`src/rtl/exu_issue_ctrl_pkg.sv`:
```
// exu_issue_ctrl_pkg: shared state encoding and status bundle for the EX issue controller.
package exu_issue_ctrl_pkg;
    localparam int STATUS_CNT_W = 32;

    typedef enum logic [1:0] {
        IDLE,
        EXEC,
        WAIT_MC
    } exu_ctrl_state_t;

    typedef struct packed {
        logic                    timeout_err;
        logic [STATUS_CNT_W-1:0] mc_stall_cnt;
    } exu_ctrl_status_t;
endpackage

```
`src/rtl/sat_counter.sv`:
```
// sat_counter: up-counter that sticks at all-ones; clr together with inc restarts at 1.
module sat_counter #(
    parameter int W = 8
) (
    input  logic         i_clk,
    input  logic         i_rst_n,
    input  logic         i_clr,
    input  logic         i_inc,
    output logic [W-1:0] o_cnt
);
    logic [W-1:0] r_cnt;

    always_ff @(posedge i_clk or negedge i_rst_n) begin
        if (!i_rst_n) r_cnt <= '0;
        else if (i_clr) r_cnt <= W'(i_inc);
        else if (i_inc && !(&r_cnt)) r_cnt <= r_cnt + 1'b1;
    end

    assign o_cnt = r_cnt;
endmodule

```
`src/rtl/exu_issue_ctrl.sv`:
```
// exu_issue_ctrl: owns the EX valid bit, holds operands across multicycle ops,
// gates EX/WB capture on backpressure and times redirects and exceptions.
module exu_issue_ctrl
    import exu_issue_ctrl_pkg::*;
#(
    parameter int TIMEOUT_CYCLES = 64,
    parameter int CNT_W          = 32
) (
    input  logic             i_clk,
    input  logic             i_rst_n,
    input  logic             i_flush,
    input  logic             i_dec_valid,
    output logic             o_dec_ready,
    output logic             o_exu_fire,
    output logic             o_exu_op_valid,
    input  logic             i_exu_busy,
    input  logic             i_exu_is_bj,
    input  logic             i_exu_redirect_valid,
    input  logic             i_exu_except,
    output logic             o_wb_capture,
    output logic             o_wb_valid,
    input  logic             i_wb_ready,
    output logic             o_redirect_fire,
    output logic             o_timeout_err,
    output logic [CNT_W-1:0] o_mc_stall_cnt
);
    localparam int WAIT_W = $clog2(TIMEOUT_CYCLES + 1);

    exu_ctrl_state_t   r_state, w_next;
    logic              r_wb_valid, r_timeout;
    logic              w_in_wait, w_done, w_slot_free, w_capture, w_take_bj;
    logic              w_dec_ready, w_fire, w_wait_clr, w_wait_inc;
    logic [WAIT_W-1:0] w_wait_cnt;

    always_ff @(posedge i_clk or negedge i_rst_n) begin
        if (!i_rst_n) r_state <= IDLE;
        else r_state <= w_next;
    end

    // A busy EXU never completes, so a fire can only come from IDLE or a completion.
    always_comb begin
        w_next = i_flush ? IDLE :
                 w_fire ? EXEC :
                 (r_state != IDLE && i_exu_busy) ? WAIT_MC :
                 w_capture ? IDLE : r_state;
    end

    always_comb begin
        w_in_wait   = r_state == WAIT_MC;
        w_done      = r_state != IDLE && !i_exu_busy;
        w_slot_free = !r_wb_valid || i_wb_ready;
        w_capture   = !i_flush && w_done && w_slot_free;
        w_take_bj   = w_capture && i_exu_redirect_valid && i_exu_is_bj;
        w_dec_ready = !i_flush && (r_state == IDLE || (w_capture && !w_take_bj && !i_exu_except));
        w_fire      = w_dec_ready && i_dec_valid;
        w_wait_clr  = i_flush || !w_in_wait;
        w_wait_inc  = !i_flush && (w_in_wait || (r_state == EXEC && i_exu_busy));
    end

    sat_counter #(.W(WAIT_W)) u_wait_cnt (
        .i_clk   (i_clk),
        .i_rst_n (i_rst_n),
        .i_clr   (w_wait_clr),
        .i_inc   (w_wait_inc),
        .o_cnt   (w_wait_cnt)
    );

    sat_counter #(.W(CNT_W)) u_stall_cnt (
        .i_clk   (i_clk),
        .i_rst_n (i_rst_n),
        .i_clr   (1'b0),
        .i_inc   (w_in_wait),
        .o_cnt   (o_mc_stall_cnt)
    );

    always_ff @(posedge i_clk or negedge i_rst_n) begin
        if (!i_rst_n) begin
            r_wb_valid <= 1'b0;
            r_timeout  <= 1'b0;
        end else begin
            r_wb_valid <= !i_flush && (w_capture || (r_wb_valid && !i_wb_ready));
            r_timeout  <= r_timeout || (w_in_wait && w_wait_cnt >= WAIT_W'(TIMEOUT_CYCLES));
        end
    end

    // Handshake strobes are held low while reset is asserted, even though IDLE is ready.
    assign o_dec_ready     = w_dec_ready && i_rst_n;
    assign o_exu_fire      = w_fire && i_rst_n;
    assign o_exu_op_valid  = r_state != IDLE;
    assign o_wb_capture    = w_capture;
    assign o_wb_valid      = r_wb_valid;
    assign o_redirect_fire = w_take_bj;
    assign o_timeout_err   = r_timeout;
endmodule

```
`config.mk`:
```
export PLATFORM = sky130hd
export DESIGN_NAME = exu_issue_ctrl
export DESIGN_NICKNAME = d
export VERILOG_FILES = /design/src/rtl/exu_issue_ctrl_pkg.sv /design/src/rtl/sat_counter.sv /design/src/rtl/exu_issue_ctrl.sv
export SDC_FILE = /design/constraint.sdc
export NUM_CORES = 1
export LEC_CHECK = 0
export ABC_AREA = 1
export CORE_MARGIN = 2
export CORE_UTILIZATION = 55
export CTS_CLUSTER_SIZE = 25
export DETAILED_ROUTE_END_ITERATION = 16
export MAX_ROUTING_LAYER = met4
export PLACE_DENSITY = 0.86
export SLEW_MARGIN = 10
export SYNTH_ARGS = -nofsm -noshare
export SYNTH_HDL_FRONTEND = slang
export SYNTH_HIERARCHICAL = 1
export SYNTH_SLANG_ARGS = --single-unit
export TNS_END_PERCENT = 10
```
`constraint.sdc`:
```
create_clock -name i_clk -period 2.7 [get_ports i_clk]
set_input_delay 0.405 -clock i_clk [delete_from_list [all_inputs] [get_ports i_clk]]
set_output_delay 0.405 -clock i_clk [all_outputs]
set_load 0.03 [all_outputs]
```
; ---- Word-level counts from Yosys, hierarchy flattened
; Index checks and enable logic that the tools add are counted.
[totals]
input_bits = 9
wordCells = 56
output_inout_bits = 39
register_bits = 43
[op_classes]
addsub = 2
n_mux = 6
reduce_logical = 40
n_lt_le_gt_ge = 1
eq_ne = 2
[ops]
columns = operator, n
row1 = $add 32x1->32 const B, 1
row2 = $reduce_and 32->1, 1
row3 = $logic_and 1x1->1, 19
row4 = $mux 7, 2
row5 = $logic_not 1->1, 9
row6 = $mux 2, 4
row7 = $add 7x1->7 const B, 1
row8 = $ge 7x7->1 const B, 1
row9 = $reduce_and 7->1, 1
row10 = $logic_or 1x1->1, 6
row11 = $reduce_bool 2->1, 2
row12 = $reduce_bool 4->1, 1
row13 = $eq 2x1->1 const B, 1
row14 = $eq 2x2->1 const B, 1
row15 = $logic_not 2->1, 1

; ---- Depth between registers and ports, before layout
; Gate-level depths: netlist (run 1).
[logic_depth]
word_depth = 14
ltp_mapped = 10

; ---- Cells and area by module
; Netlist (run 1), hierarchy kept.
[by_module_without_submodules]
columns = mod, n_inst, area_each_um2, cells_each
row1 = sat_counter at u_stall_cnt, 1, 2432.3, 323
row2 = sat_counter at u_wait_cnt, 1, 455.4, 62
row3 = exu_issue_ctrl, 1, 266.5, 37

; ---- Least setup slack after synthesis (run 1)
; Ideal clock, no wire load.
[synth_timing]
path_kind = register to register
startpoint = register r_state[0]
endpoint = register u_wait_cnt.r_cnt[5], in the netlist u_wait_cnt/o_cnt[5]
required_time_ns = 2.585
arrival_time_ns = 1.867
setup_time_ns = 0.115
setup_slack_ns = 0.718
synth_period_minus_slack_ns = 1.982
stages_incl_launch_ff = 9
cell_sequence = dfrtp_1 > nor2_1 > nand2_1 > nand2_1 > inv_2 > nor2_2 > nand3_1 > nor2_1 > nor2_1
[synth_between]
elab_cells_between_ends = 10
[synth_rtl]
columns = item, line
row1 = from (decl), exu_issue_ctrl.sv:29  ; exu_ctrl_state_t r_state, w_next;
row2 = from (signal assigned), exu_issue_ctrl.sv:37  ; else r_state <= w_next;
row3 = $eq 2x2->1 *, exu_issue_ctrl.sv:49  ; w_in_wait = r_state == WAIT_MC;
row4 = via w_in_wait, exu_issue_ctrl.sv:31  ; logic w_in_wait, w_done, w_slot_free, w_capture, w_take_bj;
row5 = $logic_not 1->1 *, exu_issue_ctrl.sv:56  ; w_wait_clr = i_flush || !w_in_wait;
row6 = $logic_or 1x1->1 *, exu_issue_ctrl.sv:56
row7 = via w_wait_clr, exu_issue_ctrl.sv:32  ; logic w_dec_ready, w_fire, w_wait_clr, w_wait_inc;
row8 = $mux 7 or $reduce_bool 2->1 (tied branches), n/a
row9 = to (signal assigned), sat_counter.sv:15  ; else if (i_clr) r_cnt <= W'(i_inc);
row10 = to (signal assigned), sat_counter.sv:16  ; else if (i_inc && !(&r_cnt)) r_cnt <= r_cnt + 1'b1;
row11 = to (decl), sat_counter.sv:11  ; logic [W-1:0] r_cnt;
; Mark *: on every way through the listed nets, which the timed path passes. The rest lies on a longest branch.
; A chain may end at the register's enable or synchronous reset.

; ---- Worst setup path in the final report (run 1)
[layout_timing]
startpoint = input i_flush
endpoint = output o_exu_fire
[layout_between]
elab_chain_cells = 12
[layout_rtl]
columns = item, line
row1 = from (decl), exu_issue_ctrl.sv:11  ; input logic i_flush,
row2 = $logic_not 1->1 *, "exu_issue_ctrl.sv:52, exu_issue_ctrl.sv:54"
row3 = $logic_and 1x1->1 (2 in series), exu_issue_ctrl.sv:52  ; w_capture = !i_flush && w_done && w_slot_free;
row4 = $logic_and 1x1->1 (2 in series), exu_issue_ctrl.sv:53  ; w_take_bj = w_capture && i_exu_redirect_valid && i_exu_is_bj;
row5 = $logic_not 1->1, exu_issue_ctrl.sv:54  ; w_dec_ready = !i_flush && (r_state == IDLE || (w_capture && !w_take_bj && !i_exu_except));
row6 = $logic_and 1x1->1 (2 in series), exu_issue_ctrl.sv:54
row7 = $logic_or 1x1->1, exu_issue_ctrl.sv:54
row8 = $logic_and 1x1->1 *, exu_issue_ctrl.sv:54
row9 = $logic_and 1x1->1 *, exu_issue_ctrl.sv:55  ; w_fire = w_dec_ready && i_dec_valid;
row10 = $logic_and 1x1->1 *, exu_issue_ctrl.sv:88  ; assign o_exu_fire = w_fire && i_rst_n;
row11 = to (decl), exu_issue_ctrl.sv:14  ; output logic o_exu_fire,
; Mark *: on every way between the ends. The rest lies on a longest branch, timed or not.

==> results.rst, run 1 <==
.. list-table::
   :header-rows: 1

   * - Metric
     - Value
   * - Max-Cap Viols
     - 0
   * - DR iter-0 viols
     - 264
   * - Synth Area in Compound Gates
     - 9.96%
   * - Number of top-level pins
     - 48
   * - Multiplexer share of the synthesized area
     - 0%
   * - Endpoints failing hold
     - 0
   * - Setup slack of the critical path after layout
     - 0.113 ns
   * - Diodes inserted
     - 0
   * - DR vias
     - 2897
   * - All-layer global routing usage
     - 24.8%
   * - Post-Syn Area per Cell
     - 7.47 um^2
   * - Worst-case headroom to the max-slew limit
     - 62.4%
   * - Post-synthesis to final-layout area growth
     - 19.0%
   * - Weighted congestion at the end of routability-driven global placement
     - 0.916
   * - RSZ-0062 raised after global routing
     - false
   * - Clock insertion delay at the later pin of the skew report
     - 0.30 ns
   * - Maximum ir drop on the vdd rail
     - 0.277 mV
   * - Number of antenna-violating nets in the routed design
     - 0
   * - Count of mapped cells out of synthesis
     - 422
   * - Adder and majority cell fraction of the synthesized area
     - 0.793%
   * - DRC viols
     - 0
   * - Most frequent standard cell in the layout excluding fill and tap cells
     - sky130_fd_sc_hd__nand2_1
   * - Port-buffer cells
     - 47
   * - Chip Width
     - 79.7 um
   * - Number of filler instances in the final layout
     - 465
   * - Master cell of the clock root buffer
     - sky130_fd_sc_hd__clkbuf_8
   * - Final worst path period need
     - 2.59 ns
   * - Critical path data required time
     - 2.30 ns
   * - CTS sink cnt
     - 43
   * - Post-CTS Hold Fix Bufs
     - 0
   * - Critical Path Source Type
     - input port
   * - Clock Skews
     - 0.00773 ns
   * - Reg2reg start
     - u_stall_cnt/o_cnt[1]
   * - Critical Path Sink Type
     - output port
   * - CTS-repair resized insts
     - 0
   * - First-pass DRT Iterations
     - 4
   * - Source of the critical timing path
     - i_flush
   * - Clk slew on worst S/H paths
     - 0.08 ns
   * - Number of buffers created by CTS
     - 5
   * - Starting utilization of the core area
     - 57.3%
   * - Period utilization
     - 95.8%
   * - Antenna violations before repair
     - 0
   * - Final layout net count
     - 484
   * - Max-slew violation count
     - 0
   * - Transition at the pin with the smallest max-transition slack
     - 0.564 ns
   * - Post CTS Setup Buffer Count
     - 0
   * - Commonest non-fill, non-tap cells in the layout
     - sky130_fd_sc_hd__nand2_1 (126), sky130_fd_sc_hd__nand3_1 (48), sky130_fd_sc_hd__nor2_1 (46), sky130_fd_sc_hd__clkdlybuf4s50_1 (46), sky130_fd_sc_hd__dfrtp_1 (43)
   * - WP data arrival
     - 2.18 ns
   * - Max Clk Rate
     - 387 MHz
   * - Static power due to leakage
     - 1.58 nW
   * - Aggregate routed wire length
     - 7.09 mm
   * - Worst slack at placement
     - 0.105 ns
   * - Share of post-route cells with drive strength above 1
     - 17.5%
   * - Power density normalized to cell area
     - 387 nW/um^2
   * - Simple logic cell fraction of the synthesized area
     - 42.9%
   * - Final TNS setup
     - 0 ns
   * - Post-synth design cell area
     - 3150 um^2
   * - Buffers from clock root to sink, at most
     - 2
   * - Average via count per standard cell
     - 5.31
   * - Sum of overflow across all layers after global routing
     - 0
   * - Overall die height
     - 79.7 um
   * - Worst-case register-to-register setup slack
     - 0.67 ns
   * - Detailed-route wire length per cell
     - 13.0 um
   * - Sequential fraction of the synthesis area
     - 34.1%
   * - Vias in the first global route
     - 2707
   * - Tightest Hold Check Type
     - in -> async
   * - Synth cell types
     - 35
   * - Deepest level of the CTS H-tree
     - 2
   * - DP Wirelength
     - 5.24 mm
   * - Main combinational cell family by area after synthesis
     - simple AND/OR/NAND/NOR gates
   * - Global-route wire length before repair
     - 12.2 mm
   * - XOR/XNOR share of the synthesized area
     - 3.05%
   * - Flops & latches, synth
     - 43
   * - Run status
     - finished, final reports clean
   * - Die area
     - 6360 um^2
   * - Area of the core
     - 5510 um^2
   * - Number of rows in the core area
     - 27
   * - Final setup violation count
     - 0
   * - Max Fanout on Critical Path
     - 7
   * - Maximum number of pins on one net before global-route repair
     - 44
   * - Type of the worst setup path
     - in -> out
   * - Synthesis warning total
     - 6
   * - Clock tree from TritonCTS
     - built
[state kept, by name, summed over array words and instances, names as in the netlist]
signal and cells:
u_stall_cnt/o_cnt 32, u_wait_cnt/o_cnt 7, r_state 2, o_timeout_err 1, o_wb_valid 1
[cell usage after synthesis]
cell type	number	area share, %
sky130_fd_sc_hd__nor2_4	6	2.1
sky130_fd_sc_hd__buf_12	3	1.9
sky130_fd_sc_hd__xor2_1	5	1.4
sky130_fd_sc_hd__nand3_4	1	0.56
sky130_fd_sc_hd__inv_4	1	0.20
sky130_fd_sc_hd__bufinv_8	1	0.56
sky130_fd_sc_hd__and2_1	1	0.20
sky130_fd_sc_hd__o21ai_2	24	6.7
sky130_fd_sc_hd__a21oi_1	3	0.48
sky130_fd_sc_hd__buf_2	3	0.48
sky130_fd_sc_hd__xnor2_1	6	1.7
sky130_fd_sc_hd__nor2_2	7	1.4
sky130_fd_sc_hd__ha_1	2	0.79
sky130_fd_sc_hd__nand3_1	48	7.6
sky130_fd_sc_hd__dfrtp_1	43	34
sky130_fd_sc_hd__conb_1	1	0.12
sky130_fd_sc_hd__nand4_1	6	1.2
sky130_fd_sc_hd__nand3b_1	1	0.24
sky130_fd_sc_hd__o21bai_1	6	1.4
sky130_fd_sc_hd__nand2_2	10	2.0
sky130_fd_sc_hd__nor2_1	46	5.5
sky130_fd_sc_hd__buf_8	1	0.48
sky130_fd_sc_hd__inv_2	3	0.36
sky130_fd_sc_hd__nand2_8	2	1.3
sky130_fd_sc_hd__nand3_2	13	4.1
sky130_fd_sc_hd__o22ai_1	1	0.20
sky130_fd_sc_hd__o21ai_1	2	0.32
sky130_fd_sc_hd__nor2_8	1	0.63
sky130_fd_sc_hd__nand2_4	3	1.1
sky130_fd_sc_hd__o21ai_0	4	0.63
sky130_fd_sc_hd__buf_6	1	0.36
sky130_fd_sc_hd__a21o_1	1	0.24
sky130_fd_sc_hd__nand2_1	126	15
sky130_fd_sc_hd__clkinv_1	1	0.12
sky130_fd_sc_hd__inv_1	39	4.6
[through the flow]
step / hold WS [ns] / cell area (um^2) / utilization, % / power (W) / cells
floorplan: 0.109 / 3170 / - / 0.000873 / 425
global placement: 0.437 / 3630 / 66.0 / 0.000928 / 538
detailed placement: 0.451 / 3630 / 66.0 / 0.000933 / 538
CTS: 0.258 / 3750 / 68.1 / 0.00146 / 546
global route: 0.288 / 3750 / 68.1 / 0.00152 / 546
finish: 0.234 / 3750 / 68.1 / 0.00145 / 546
[layout make-up]
| class | instances | area [um^2] | area share [%] |
|---|---|---|---|
| clock buffers | 6 | 82.6 | 2.20 |
| clock inverters | 2 | 35.0 | 0.934 |
| inverters | 45 | 185 | 4.93 |
| multi-input cells | 329 | 1800 | 48.0 |
| flip-flops and latches | 43 | 1080 | 28.7 |
| well taps | 72 | 90.1 | 2.40 |
| repair buffers | 49 | 480 | 12.8 |
[where the power goes]
| part | switching [W] | internal, W |
|---|---|---|
| clock network | 0.000229 | 0.000300 |
| registers | 0.0000165 | 0.000659 |
| logic | 0.000169 | 0.0000785 |
[layer usage]
metal	vias to the layer above	GRT usage, %	share of wire, %
met5	-	-	0
met4	0	6.95	1.5
met2	87	43.1	50
met3	10	4.64	5.5
met1	1356	29.6	43
li1	1444	-	-
[cell families after synthesis]
family                     count (synthesis)
AOI/OAI and AO/OA                         41
xor gates and xnor gates                  11
adders and majority gates                  2
buffers and inverters                     53
DFF                                       43
other                                      1
and+or+nand+nor                          271
[worst max-delay path, stage by stage]
cell                              delay (ns)
sky130_fd_sc_hd__clkdlybuf4s50_1        0.47
sky130_fd_sc_hd__inv_4                  0.12
sky130_fd_sc_hd__nand2_2                0.07
sky130_fd_sc_hd__nor2_2                 0.12
sky130_fd_sc_hd__nand3_2                0.08
sky130_fd_sc_hd__nand2_2                0.07
sky130_fd_sc_hd__nand3_2                0.07
sky130_fd_sc_hd__nor2_2                 0.08
sky130_fd_sc_hd__clkdlybuf4s50_1        0.68
[final timing paths]
| check | endpoint | cells past startpoint |
|---|---|---|
| max | o_exu_fire | 9 |
| min | u_stall_cnt/o_cnt[11] | 2 |
| max reg2reg | u_stall_cnt/o_cnt[19] | 8 |
| min reg2reg | o_timeout_err | 1 |
| max in group asynchronous | u_stall_cnt/o_cnt[5] | 2 |
| min in group i_clk | o_timeout_err | 1 |
No activity file was read; power rests on OpenSTA's default activity.
==> run 2, diff against run 1 <==
--- a/config.mk
+++ b/config.mk
@@ -6,10 +6,10 @@
 export NUM_CORES = 1
 export LEC_CHECK = 0
 export ABC_AREA = 1
-export CORE_MARGIN = 2
 export CORE_UTILIZATION = 55
 export CTS_CLUSTER_SIZE = 25
 export DETAILED_ROUTE_END_ITERATION = 16
+export GPL_TIMING_DRIVEN = 0
 export MAX_ROUTING_LAYER = met4
 export PLACE_DENSITY = 0.86
 export SLEW_MARGIN = 10
==> run 2 against run 1 <==
  * Critical path depth unchanged
  * Worst hold slack got worse by 0.20 ns
  * Largest power group unchanged
  * Critical endpoint unchanged
  * Sequential power about the same
  * Non-clock buffer count rose by 7
  * Worst setup slack gained 0.028 ns
  * Count of clock-buffer cells in the layout up 2
==> results.rst, run 2 (synthesized netlist as in run 1, its figures left out) <==
.. list-table::
   :header-rows: 1

   * - Metric
     - Value
   * - Run status
     - finished, final reports clean (unchanged)
   * - Weighted congestion at the end of routability-driven global placement
     - 0.914 (was 0.916)
   * - Sum of overflow across all layers after global routing
     - 0 (unchanged)
   * - CTS-repair resized insts
     - 0 (unchanged)
   * - Clock Skews
     - 0.00861 ns (was 0.00773 ns)
   * - Final setup violation count
     - 0 (unchanged)
   * - Critical Path Source Type
     - input port (unchanged)
   * - Worst-case headroom to the max-slew limit
     - 33.7% (was 62.4%)
   * - Number of filler instances in the final layout
     - 432 (was 465)
   * - Static power due to leakage
     - 1.62 nW (was 1.58 nW)
   * - Period utilization
     - 94.8% (was 95.8%)
   * - Most frequent standard cell in the layout excluding fill and tap cells
     - sky130_fd_sc_hd__nand2_1 (unchanged)
   * - Critical path data required time
     - 2.30 ns (about the same)
   * - Post-synthesis to final-layout area growth
     - 21.8% (was 19.0%)
   * - Flip-flop count of the largest register after layout
     - 32 (unchanged)
   * - Total placed instance area
     - 3740 um^2 (was 3630 um^2)
   * - Max Clk Rate
     - 391 MHz (was 387 MHz)
   * - Power density normalized to cell area
     - 367 nW/um^2 (was 387 nW/um^2)
   * - WP data arrival
     - 2.15 ns (was 2.18 ns)
   * - Type of the worst setup path
     - in -> out (unchanged)
   * - Number of rows in the core area
     - 27 (unchanged)
   * - Number of buffers created by CTS
     - 5 (unchanged)
   * - Aggregate routed wire length
     - 7.40 mm (was 7.09 mm)
   * - Commonest non-fill, non-tap cells in the layout
     - sky130_fd_sc_hd__nand2_1 (126), sky130_fd_sc_hd__nand3_1 (48), sky130_fd_sc_hd__nor2_1 (46), sky130_fd_sc_hd__clkdlybuf4s50_1 (46), sky130_fd_sc_hd__dfrtp_1 (43) (unchanged)
   * - DRC viols
     - 0 (unchanged)
   * - Endpoints failing hold
     - 0 (unchanged)
   * - Number of top-level pins
     - 48 (unchanged)
   * - Area of the core
     - 5510 um^2 (unchanged)
   * - Master cell of the clock root buffer
     - sky130_fd_sc_hd__clkbuf_8 (unchanged)
   * - Buffers from clock root to sink, at most
     - 2 (unchanged)
   * - First-pass DRT Iterations
     - 4 (unchanged)
   * - Vias in the first global route
     - 2785 (was 2707)
   * - CTS sink cnt
     - 43 (unchanged)
   * - Chip Width
     - 77.7 um (was 79.7 um)
   * - Clock insertion delay at the later pin of the skew report
     - 0.30 ns (about the same)
   * - Maximum ir drop on the vdd rail
     - 0.292 mV (was 0.277 mV)
   * - Tightest Hold Check Type
     - in -> async (unchanged)
   * - Diodes inserted
     - 0 (unchanged)
   * - Design Area, Final
     - 3840 um^2 (was 3750 um^2)
   * - Maximum number of pins on one net before global-route repair
     - 29 (was 44)
   * - Starting utilization of the core area
     - 57.3% (unchanged)
   * - Critical Path Sink Type
     - output port (unchanged)
   * - Max-slew violation count
     - 0 (unchanged)
   * - Clock tree from TritonCTS
     - built (unchanged)
   * - Final layout net count
     - 491 (was 484)
   * - Global-route wire length before repair
     - 12.8 mm (was 12.2 mm)
   * - DP Wirelength
     - 5.64 mm (was 5.24 mm)
   * - All-layer global routing usage
     - 27.3% (was 24.8%)
   * - DR vias
     - 2915 (was 2897)
   * - Deepest level of the CTS H-tree
     - 2 (unchanged)
   * - Post-CTS Hold Fix Bufs
     - 0 (unchanged)
   * - Share of post-route cells with drive strength above 1
     - 18.5% (was 17.5%)
   * - Number of antenna-violating nets in the routed design
     - 0 (unchanged)
   * - RSZ-0062 raised after global routing
     - false (unchanged)
   * - Overall die height
     - 77.7 um (was 79.7 um)
   * - Max Fanout on Critical Path
     - 7 (unchanged)
   * - Register-to-Register Path Depth
     - 9 (was 8)
   * - Post CTS Setup Buffer Count
     - 0 (unchanged)
   * - Die area
     - 6040 um^2 (was 6360 um^2)
   * - Antenna violations before repair
     - 0 (unchanged)
   * - Max-Cap Viols
     - 0 (unchanged)
   * - DR iter-0 viols
     - 206 (was 264)
   * - Detailed-route wire length per cell
     - 13.4 um (was 13.0 um)
   * - Final TNS setup
     - 0 ns (unchanged)
   * - Clk slew on worst S/H paths
     - 0.08 ns (about the same)
   * - Port-buffer cells
     - 47 (unchanged)
   * - Final worst path period need
     - 2.56 ns (was 2.59 ns)
   * - Transition at the pin with the smallest max-transition slack
     - 0.990 ns (was 0.564 ns)
   * - Average via count per standard cell
     - 5.27 (was 5.31)
-- run 2: worst paths after layout --
path	from	end	slack (ns)
max in group asynchronous	i_rst_n	u_stall_cnt/o_cnt[22]	2.18
max	i_flush	o_exu_fire	0.14
min in group i_clk	o_timeout_err	o_timeout_err	0.49
min	i_rst_n	u_stall_cnt/o_cnt[11]	0.03
max reg2reg	r_state[1]	u_wait_cnt/o_cnt[3]	0.28
min reg2reg	o_timeout_err	o_timeout_err	0.49
-- run 2: final cells by class --
type	count	area (um^2)	share of cell area, %
clock buffers	8	100	2.61
multi-input cells	329	1800	46.9
inverters	45	185	4.82
well taps	72	90.1	2.35
plain buffers	8	101	2.64
repair buffers	48	485	12.6
flip-flops and latches	43	1080	28.0
-- run 2: metal layers --
layer / vias to the layer above / GRT usage [%] / share of wire, %
li1: 1469 / - / -
met2: 80 / 49.0 / 52
met1: 1356 / 31.0 / 42
met5: - / - / 0
met3: 10 / 4.59 / 4.2
met4: 0 / 7.92 / 1.2
-- run 2: through the flow --
| stage | setup slack [ns] | hold WS [ns] | util (%) | total power [W] | instances |
|---|---|---|---|---|---|
| after global placement | -1.08 | 0.461 | 67.7 | 0.000957 | 544 |
| after global routing | 0.0387 | 0.0473 | 69.8 | 0.00147 | 553 |
| after detailed placement | 0.147 | 0.359 | 67.9 | 0.000967 | 545 |
| after floorplan | 0.718 | 0.109 | - | 0.000873 | 425 |
| final | 0.142 | 0.0299 | 69.8 | 0.00141 | 553 |
| after CTS | 0.136 | 0.0356 | 69.8 | 0.00142 | 553 |
-- run 2: critical path, cell delays in order --
cell and delay, ns:
sky130_fd_sc_hd__clkdlybuf4s50_1 0.47, sky130_fd_sc_hd__inv_4 0.12, sky130_fd_sc_hd__nand2_2 0.07, sky130_fd_sc_hd__nor2_2 0.11, sky130_fd_sc_hd__nand3_2 0.08, sky130_fd_sc_hd__nand2_2 0.07
sky130_fd_sc_hd__nand3_2 0.08, sky130_fd_sc_hd__nor2_2 0.08, sky130_fd_sc_hd__clkdlybuf4s50_1 0.66
-- run 2: report_power, final --
part / total (W) / internal (W) / leakage [nW] / switching (W)
combinational: 0.000281 / 0.000104 / 0.970 / 0.000177
sequential: 0.000676 / 0.000659 / 0.597 / 0.0000170
clock: 0.000452 / 0.000234 / 0.0515 / 0.000218
total: 0.00141 / 0.000997 / 1.62 / 0.000412
==> run 3, diff against run 2 <==
--- a/config.mk
+++ b/config.mk
@@ -11,7 +11,7 @@
 export DETAILED_ROUTE_END_ITERATION = 16
 export GPL_TIMING_DRIVEN = 0
 export MAX_ROUTING_LAYER = met4
-export PLACE_DENSITY = 0.86
+export PLACE_DENSITY = 0.8
 export SLEW_MARGIN = 10
 export SYNTH_ARGS = -nofsm -noshare
 export SYNTH_HDL_FRONTEND = slang
==> constraint.sdc (replaced) <==
create_clock -name i_clk -period 2.7 [get_ports i_clk]
set_input_delay 0.405 -clock i_clk [delete_from_list [all_inputs] [get_ports i_clk]]
set_output_delay 0.405 -clock i_clk [all_outputs]
set_load 0.1 [all_outputs]
==> run 3 against run 2 <==
  * Total power rose by 12%
  * Count of clock-buffer cells in the layout decreased by 2
  * Sequential share of layout area fell by 0.14 points
  * Critical path type unchanged
  * Critical endpoint unchanged
  * Largest cell class unchanged
==> results.rst, run 3 (synthesized netlist as in run 1, its figures left out) <==
.. list-table::
   :header-rows: 1

   * - Metric
     - Value
   * - Run status
     - finished, final reports clean (unchanged)
   * - DR vias
     - 2891 (was 2915)
   * - DP Wirelength
     - 5.48 mm (was 5.64 mm)
   * - Maximum ir drop on the vdd rail
     - 0.331 mV (was 0.292 mV)
   * - Max Clk Rate
     - 407 MHz (was 391 MHz)
   * - All-layer global routing usage
     - 26.5% (was 27.3%)
   * - Flip-flop count of the largest register after layout
     - 32 (unchanged)
   * - DRC viols
     - 0 (unchanged)
   * - Worst-case headroom to the max-slew limit
     - 33.9% (was 33.7%)
   * - Critical path data required time
     - 2.30 ns (about the same)
   * - Critical Path Source Type
     - input port (unchanged)
   * - Antenna violations before repair
     - 0 (unchanged)
   * - Number of buffers created by CTS
     - 5 (unchanged)
   * - CTS sink cnt
     - 43 (unchanged)
   * - Number of antenna-violating nets in the routed design
     - 0 (unchanged)
   * - Diodes inserted
     - 0 (unchanged)
   * - Max-Cap Viols
     - 0 (unchanged)
   * - Die area
     - 6040 um^2 (unchanged)
   * - Post-route worst hold slack
     - 0.0137 ns (was 0.0299 ns)
   * - Buffers from clock root to sink, at most
     - 2 (unchanged)
   * - Number of rows in the core area
     - 27 (unchanged)
   * - Period utilization
     - 91.1% (was 94.8%)
   * - Share of post-route cells with drive strength above 1
     - 19.8% (was 18.5%)
   * - Static power due to leakage
     - 1.63 nW (was 1.62 nW)
   * - Port-buffer cells
     - 47 (unchanged)
   * - Sum of overflow across all layers after global routing
     - 0 (unchanged)
   * - Deepest level of the CTS H-tree
     - 2 (unchanged)
   * - Chip Width
     - 77.7 um (unchanged)
   * - RSZ-0062 raised after global routing
     - false (unchanged)
   * - Power density normalized to cell area
     - 408 nW/um^2 (was 367 nW/um^2)
   * - Starting utilization of the core area
     - 57.3% (unchanged)
   * - Cell total after placement
     - 545 (unchanged)
   * - Setup slack of the critical path after layout
     - 0.241 ns (was 0.142 ns)
   * - Clock insertion delay at the later pin of the skew report
     - 0.30 ns (about the same)
   * - Transition at the pin with the smallest max-transition slack
     - 0.988 ns (was 0.990 ns)
   * - Cell Count, Final, Fillers Out
     - 553 (unchanged)
   * - Endpoints failing hold
     - 0 (unchanged)
   * - Detailed-route wire length per cell
     - 13.2 um (was 13.4 um)
   * - Max Fanout on Critical Path
     - 7 (unchanged)
   * - Final worst path period need
     - 2.46 ns (was 2.56 ns)
   * - First-pass DRT Iterations
     - 5 (was 4)
   * - Clock Skews
     - 0.00960 ns (was 0.00861 ns)
   * - Area of the core
     - 5510 um^2 (unchanged)
   * - Clk slew on worst S/H paths
     - 0.09 ns (was 0.08 ns)
   * - Clock tree from TritonCTS
     - built (unchanged)
   * - Critical Path Sink Type
     - output port (unchanged)
   * - Type of the worst setup path
     - in -> out (unchanged)
   * - Aggregate routed wire length
     - 7.30 mm (was 7.40 mm)
   * - Post-synthesis to final-layout area growth
     - 22.4% (was 21.8%)
   * - Final layout net count
     - 491 (unchanged)
   * - Vias in the first global route
     - 2708 (was 2785)
   * - Number of top-level pins
     - 48 (unchanged)
   * - Weighted congestion at the end of routability-driven global placement
     - 0.936 (was 0.914)
   * - Most frequent standard cell in the layout excluding fill and tap cells
     - sky130_fd_sc_hd__nand2_1 (unchanged)
   * - Max-slew violation count
     - 0 (unchanged)
   * - Worst slack at placement
     - -0.346 ns (was 0.147 ns)
   * - Maximum number of pins on one net before global-route repair
     - 30 (was 29)
   * - DR iter-0 viols
     - 216 (was 206)
   * - Final setup violation count
     - 0 (unchanged)
   * - Average via count per standard cell
     - 5.23 (was 5.27)
   * - WP data arrival
     - 2.05 ns (was 2.15 ns)
   * - Total Power
     - 0.00157 W (was 0.00141 W)
   * - Tightest Hold Check Type
     - in -> async (unchanged)
   * - Post-CTS Hold Fix Bufs
     - 0 (unchanged)
   * - Post CTS Setup Buffer Count
     - 0 (unchanged)
   * - Commonest non-fill, non-tap cells in the layout
     - sky130_fd_sc_hd__nand2_1 (126), sky130_fd_sc_hd__nand3_1 (48), sky130_fd_sc_hd__nor2_1 (45), sky130_fd_sc_hd__dfrtp_1 (43), sky130_fd_sc_hd__clkdlybuf4s50_1 (42) (was sky130_fd_sc_hd__nand2_1 (126), sky130_fd_sc_hd__nand3_1 (48), sky130_fd_sc_hd__nor2_1 (46), sky130_fd_sc_hd__clkdlybuf4s50_1 (46), sky130_fd_sc_hd__dfrtp_1 (43))
   * - Overall die height
     - 77.7 um (unchanged)
   * - Master cell of the clock root buffer
     - sky130_fd_sc_hd__clkbuf_8 (unchanged)
   * - Global-route wire length before repair
     - 12.4 mm (was 12.8 mm)
[run 3: cell count changes in the layout (fill, tap and decap cells not counted), sizes merged]
| cell | change |
|---|---|
| clkdlybuf4s15 | +3 |
| clkbuf | -1 |
| clkdlybuf4s50 | -4 |
| clkinv | +1 |
| bufinv | +1 |
[run 3: critical path, cell delays in order]
cell and delay, ns:
sky130_fd_sc_hd__clkdlybuf4s50_1 0.48, sky130_fd_sc_hd__inv_4 0.12, sky130_fd_sc_hd__nand2_2 0.07, sky130_fd_sc_hd__nor2_2 0.10
sky130_fd_sc_hd__nand3_2 0.08, sky130_fd_sc_hd__nand2_2 0.08, sky130_fd_sc_hd__nand3_2 0.08, sky130_fd_sc_hd__nor2_2 0.08
sky130_fd_sc_hd__clkdlybuf4s15_2 0.55
[run 3: final timing paths]
path | cells after the start | end | slack, ns | start
max | 9 | o_exu_fire | 0.24 | i_flush
min | 1 | u_stall_cnt/o_cnt[31] | 0.01 | i_rst_n
min reg2reg | 1 | o_timeout_err | 0.48 | o_timeout_err
max in group asynchronous | 2 | u_stall_cnt/o_cnt[19] | 2.21 | i_rst_n
min in group i_clk | 1 | o_timeout_err | 0.48 | o_timeout_err
max reg2reg | 9 | u_wait_cnt/o_cnt[3] | 0.34 | r_state[1]
[run 3: metal layers]
metal  vias up  routed length (um)  track usage [%]
met2        71                3770             46.9
li1       1468                   -                -
met3         8                 280             4.00
met1      1344                3150             31.2
met5         -                   0                -
met4         0                  91             7.55
[run 3: per-stage QoR]
stage                     cell area (um^2)  util [%]  TNS (ns)
final                                 3860      70.1         0
after global routing                  3860      70.1         0
after detailed placement              3740      68.0     -1.18
after floorplan                       3170         -   -0.0760
after CTS                             3860      70.2         0
after global placement                3730      67.7     -3.65
[run 3: cell type report]
type | count | area, um^2
fillers | 469 | 1650
multi-input cells | 329 | 1810
well taps | 72 | 90.1
flip-flops and latches | 43 | 1080
clock inverters | 2 | 35.0
clock buffers | 6 | 82.6
plain buffers | 8 | 101
repair buffers | 48 | 484
inverters | 45 | 185
[run 3: repair_timing]
item	in CTS	in global routing
gates resized for setup	10	2
gates cloned	0	0
endpoints found under the setup margin	4	1
[run 3: power by group]
part           internal [W]  switching, W  total (W)
sequential         0.000659     0.0000169   0.000676
combinational      0.000102      0.000262   0.000364
clock              0.000300      0.000234   0.000534
total               0.00106      0.000513    0.00157
